<file path="src/rtl/apb_req_pkg.sv">
// Shared definitions for the APB requester: FSM state encoding and the
// default widths / timeout used when the top is instantiated bare.
package apb_req_pkg;

    localparam int DEF_ADDR_W  = 32;
    localparam int DEF_DATA_W  = 32;
    localparam int DEF_TIMEOUT = 16;

    typedef enum logic [1:0] {
        S_IDLE   = 2'd0,
        S_SETUP  = 2'd1,
        S_ACCESS = 2'd2,
        S_RESP   = 2'd3
    } apb_req_state_t;

endpackage

</file>
<file path="src/rtl/apb_req_timer.sv">
// ACCESS-phase cycle counter for the APB requester.
// Ports:
//   PCLK, PRESET : clock and synchronous active-low reset
//   clear        : zero the count (asserted while in SETUP)
//   enable       : count one ACCESS cycle
//   expired      : count has reached TIMEOUT-1, i.e. this is the last allowed cycle
module apb_req_timer
    import apb_req_pkg::*;
#(
    parameter int TIMEOUT = DEF_TIMEOUT   // must be >= 2
) (
    input  logic PCLK,
    input  logic PRESET,
    input  logic clear,
    input  logic enable,
    output logic expired
);

    localparam int              CNT_W = $clog2(TIMEOUT);
    localparam logic [CNT_W-1:0] LAST = CNT_W'(TIMEOUT - 1);

    logic [CNT_W-1:0] count;

    // NOTE: registers are written with non-blocking assignments so every
    // flop samples pre-edge values regardless of block ordering.
    always_ff @(posedge PCLK) begin
        if (!PRESET) begin
            count <= '0;
        end else if (clear) begin
            count <= '0;
        end else if (enable && count != LAST) begin
            // Saturate so a stray extra enable never wraps back to zero.
            count <= count + 1'b1;
        end
    end

    assign expired = (count == LAST);

endmodule

</file>
<file path="src/rtl/apb_requester.sv">
// APB initiator: accepts one command at a time, runs a SETUP/ACCESS transfer
// on APB and returns a response, aborting with a timeout if the completer
// holds PREADY low for TIMEOUT ACCESS cycles.
// Ports:
//   PCLK, PRESET            : clock, synchronous active-low reset
//   cmd_valid/cmd_ready     : command handshake (ready only when idle)
//   cmd_write/addr/wdata    : command payload, latched on acceptance
//   rsp_valid/rsp_ready     : response handshake
//   rsp_rdata/err/timeout   : response payload (rdata is 0 for writes/timeouts)
//   PADDR..PENABLE          : APB initiator outputs (registered)
//   PRDATA, PREADY, PSLVERR : APB completer inputs
module apb_requester
    import apb_req_pkg::*;
#(
    parameter int ADDR_W  = DEF_ADDR_W,
    parameter int DATA_W  = DEF_DATA_W,
    parameter int TIMEOUT = DEF_TIMEOUT   // must be >= 2
) (
    input  logic              PCLK,
    input  logic              PRESET,
    input  logic              cmd_valid,
    output logic              cmd_ready,
    input  logic              cmd_write,
    input  logic [ADDR_W-1:0] cmd_addr,
    input  logic [DATA_W-1:0] cmd_wdata,
    output logic              rsp_valid,
    input  logic              rsp_ready,
    output logic [DATA_W-1:0] rsp_rdata,
    output logic              rsp_err,
    output logic              rsp_timeout,
    output logic [ADDR_W-1:0] PADDR,
    output logic [DATA_W-1:0] PWDATA,
    output logic              PWRITE,
    output logic              PSEL,
    output logic              PENABLE,
    input  logic [DATA_W-1:0] PRDATA,
    input  logic              PREADY,
    input  logic              PSLVERR
);

    apb_req_state_t state;
    logic           out_of_reset;   // low for the cycle(s) following a reset edge
    logic           expired;

    // Holding cmd_ready low until the first non-reset edge keeps it quiet
    // during reset even though the state already reads IDLE.
    assign cmd_ready = (state == S_IDLE) && out_of_reset;

    apb_req_timer #(
        .TIMEOUT (TIMEOUT)
    ) u_timer (
        .PCLK    (PCLK),
        .PRESET  (PRESET),
        .clear   (state == S_SETUP),
        .enable  (state == S_ACCESS),
        .expired (expired)
    );

    always_ff @(posedge PCLK) begin
        if (!PRESET) begin
            state        <= S_IDLE;
            out_of_reset <= 1'b0;
            PADDR        <= '0;
            PWDATA       <= '0;
            PWRITE       <= 1'b0;
            PSEL         <= 1'b0;
            PENABLE      <= 1'b0;
            rsp_valid    <= 1'b0;
            rsp_rdata    <= '0;
            rsp_err      <= 1'b0;
            rsp_timeout  <= 1'b0;
        end else begin
            out_of_reset <= 1'b1;
            case (state)
                S_IDLE: begin
                    if (cmd_valid && cmd_ready) begin
                        // Address/data/direction stay put until the next
                        // accepted command, so they also hold while idle.
                        PADDR   <= cmd_addr;
                        PWDATA  <= cmd_wdata;
                        PWRITE  <= cmd_write;
                        PSEL    <= 1'b1;
                        PENABLE <= 1'b0;
                        state   <= S_SETUP;
                    end
                end
                S_SETUP: begin
                    PENABLE <= 1'b1;
                    state   <= S_ACCESS;
                end
                S_ACCESS: begin
                    // PREADY wins over the timeout in the last allowed cycle.
                    if (PREADY) begin
                        PSEL        <= 1'b0;
                        PENABLE     <= 1'b0;
                        rsp_valid   <= 1'b1;
                        rsp_rdata   <= PWRITE ? '0 : PRDATA;
                        rsp_err     <= PSLVERR;
                        rsp_timeout <= 1'b0;
                        state       <= S_RESP;
                    end else if (expired) begin
                        PSEL        <= 1'b0;
                        PENABLE     <= 1'b0;
                        rsp_valid   <= 1'b1;
                        rsp_rdata   <= '0;
                        rsp_err     <= 1'b1;
                        rsp_timeout <= 1'b1;
                        state       <= S_RESP;
                    end
                end
                S_RESP: begin
                    if (rsp_ready) begin
                        rsp_valid <= 1'b0;
                        state     <= S_IDLE;
                    end
                end
                default: state <= S_IDLE;
            endcase
        end
    end

endmodule

</file>
<file path="config.mk">
export PLATFORM = sky130hd
export DESIGN_NAME = apb_requester
export DESIGN_NICKNAME = d
export VERILOG_FILES = /design/src/rtl/apb_req_pkg.sv /design/src/rtl/apb_req_timer.sv /design/src/rtl/apb_requester.sv
export SDC_FILE = /design/constraint.sdc
export NUM_CORES = 1
export LEC_CHECK = 0
export CELL_PAD_IN_SITES_DETAIL_PLACEMENT = 1
export CELL_PAD_IN_SITES_GLOBAL_PLACEMENT = 1
export CORE_MARGIN = 3
export CORE_UTILIZATION = 30
export CTS_CLUSTER_SIZE = 16
export DETAILED_ROUTE_END_ITERATION = 16
export HOLD_SLACK_MARGIN = 0.02
export PLACE_DENSITY = 0.84
export SETUP_SLACK_MARGIN = 0.3
export SYNTH_ARGS = -nofsm -noshare
export SYNTH_HDL_FRONTEND = slang
export SYNTH_SLANG_ARGS = --single-unit
</file>
<file path="constraint.sdc">
create_clock -name PCLK -period 4.3 [get_ports PCLK]
set_input_delay 0.645 -clock PCLK [delete_from_list [all_inputs] [get_ports PCLK]]
set_output_delay 0.645 -clock PCLK [all_outputs]
set_load 0.02 [all_outputs]
</file>
==> out/metrics.csv <==
stage,metric,value,unit
status,status,finished clean,
route,dr_wl_met3,1.11,mm
critical_path,cp-end-kind,flip-flop,
synthesis,ys_warn_count,0,
critical_path,criticalPathCategory,input pin to flip-flop,
job,maxCapViolCount,0,
synthesis,avgSynthCellArea,8.14,sq um
route,drc,0,
cells_and_area,synthToLayoutAreaGrowth,60.2,%
cells_and_area,finalNetCount,786,
timing,setup_tns,0,ns
clock_tree,clk_pin_slew,0.07,ns
clock_tree,clock_latency,0.35,ns
route,num_vias,4101,
synthesis,seq_area_frac_synth,54.3,%
synthesis,yosys-top-cells-area,"dfxtp_1, nand2_1, a21oi_1",
cells_and_area,fillers,1502,
cells_and_area,stdcell_area,6440,sq um
route,via_per_inst,4.81,
critical_path,arrival,3.04,ns
place,gp_congestion,0.804,
clock_tree,cts_tree,yes,
die,dieArea,14800,sq um
clock_tree,root_buffer,clkbuf_16,
route,routed.top_layer,met4,
route,wirelength,14.1,mm
global_route,grt_max_degree,66,
timing,post-route-period-util,64.1,%
die,die_w,122,microns
clock_tree,post-cts-setup-buffers,0,
global_route,grtUsageTotal,18.7,%
clock_tree,postCtsHoldBufs,0,
die,rows,41,
global_route,overflow,0,
synthesis,synthCells,494,
die,start_util,31.2,%
timing,clock_skew,0.00689,ns
synthesis,ys_types,26,
synthesis,synth_top_area_cell,dfxtp_1,
clock_tree,post_cts_resize_count,0,
cells_and_area,layout-drive-gt1-share,4.11,%
route,wirelength_met1,5.43,mm
timing,period_needed,2.76,ns
timing,setup_ws,1.54,ns
synthesis,synth_top_area_share,54.3,%
timing,max_slew_margin,11.4,%
route,drtAntennaViolNets,0,
clock_tree,cts_sinks,109,
cells_and_area,final_common_cell,clkdlybuf4s50_1,
place,place_area,6120,sq um
route,drt-wirelength-per-cell,16.6,microns
critical_path,cp-start-kind,input pin,
timing,worst_pin_slew,1.33,ns
die,chipHeight,122,microns
synthesis,syn_area,4020,sq um
synthesis,syn_nets,604,
critical_path,critPathRequiredTime,4.58,ns
clock_tree,cts_buffer_depth,2,
cells_and_area,final_cell_mix,"clkdlybuf4s50_1, nand2_1, dfxtp_1, a21oi_1, nand3_1",
synthesis,ys_ff_latch,109,
timing,fmax,0.363,GHz
place,pre_cts_slack,1.19,ns
clock_tree,cts_buffers,9,
timing,hold_violations,0,
cells_and_area,diodes,0,
global_route,grt_pass1_vias,4281,
power,fin_total_pwr,2.79,mW
power,vdd_drop_max,0.000177,V
clock_tree,htreeDepth,3,
critical_path,cp_max_fo,45,
route,drtPass1Iterations,4,
power,total_leakage_power,2.45,nW
power,p_per_area,433,nW/um^2
timing,slew_viol_final,0,
place,portBuffers,205,
die,core_area,12900,sq um
route,drt_iter0_drc,237,
timing,holdWs,0.457,ns
worst_hold_path,hold_class,flip-flop to flip-flop,
die,ios,206,
timing,rsz0062_at_grt,false,
route,dr_wl_met2,7.35,mm
timing,setup_viol,0,
global_route,grt_pass1_wl,21.8,mm
place,dp_hpwl,10.3,mm
global_route,antenna_found_initial,0,
power breakdown:
group          total, mW  internal, mW  switching (mW)
clock              0.898         0.526           0.372
sequential          1.16          1.10          0.0582
combinational      0.728         0.321           0.407
final timing paths:
| path | from | endpoint | slack [ns] | depth (start not counted) |
|---|---|---|---|---|
| setup / recovery | PRESET | rsp_rdata[24] | 1.54 | 6 |
| hold / removal | PWDATA[25] | PWDATA[25] | 0.46 | 2 |
| hold reg to reg | PWDATA[25] | PWDATA[25] | 0.46 | 2 |
| setup reg to reg | state[0] | rsp_valid | 1.85 | 5 |
flip-flops by register name (all words and copies together) (netlist names):
signal / count
PENABLE: 1
PWDATA: 32
rsp_timeout: 1
u_timer.count: 4
state: 2
PADDR: 32
out_of_reset: 1
rsp_valid: 1
rsp_err: 1
PSEL: 1
PWRITE: 1
rsp_rdata: 32
synthesized netlist by cell type, drive strengths merged:
cell type and instances:
nand2 172, dfxtp 109, a21oi 71, nand3 70, buf 26, clkbuf 11, ha 7, nor2 6
and3 3, inv 3, o21ai 3, xor2 3, mux2i 2, nand2b 2, a311oi 1, a41o 1
and2 1, nand3b 1, o21a 1, o221a 1
per-stage QoR:
| stage | std cells | utilization (%) |
|---|---|---|
| final | 853 | 50.0 |
| after detailed placement | 837 | 47.5 |
| after floorplan | 494 | - |
| after global routing | 853 | 50.0 |
| after global placement | 837 | 47.5 |
| after CTS | 853 | 50.0 |
worst max-delay path, cell delays in order:
cell             delay (ns)
clkdlybuf4s50_1        0.46
buf_4                  0.42
nand2_1                0.13
nor2_2                 0.98
nand3_1                0.24
nand2_1                0.16
final cells by class:
cell class,instances,area (sq um),share of cell area (%)
repair buffers,208,2070,32.2
multi-input cells,345,1630,25.3
clock inverters,6,86.3,1.34
clock buffers,10,239,3.71
well taps,172,215,3.34
flip-flops and latches,109,2180,33.9
inverters,3,11.3,0.175
per-layer routing:
layer	up-vias	global-route usage (%)
li1	1980	-
met1	1960	20.2
met2	140	34.4
met3	21	6.04
met4	0	5.81
met5	-	0
cell families after synthesis:
group | after synthesis | share of synthesized area (%)
mux | 2 | 0.498
compound gates | 78 | 10.5
xor+xnor | 3 | 0.654
fa+ha+maj | 7 | 2.18
flops | 109 | 54.3
buf+inv | 40 | 5.32
simple gates | 255 | 26.6
(Power assumes the default switching activity.)
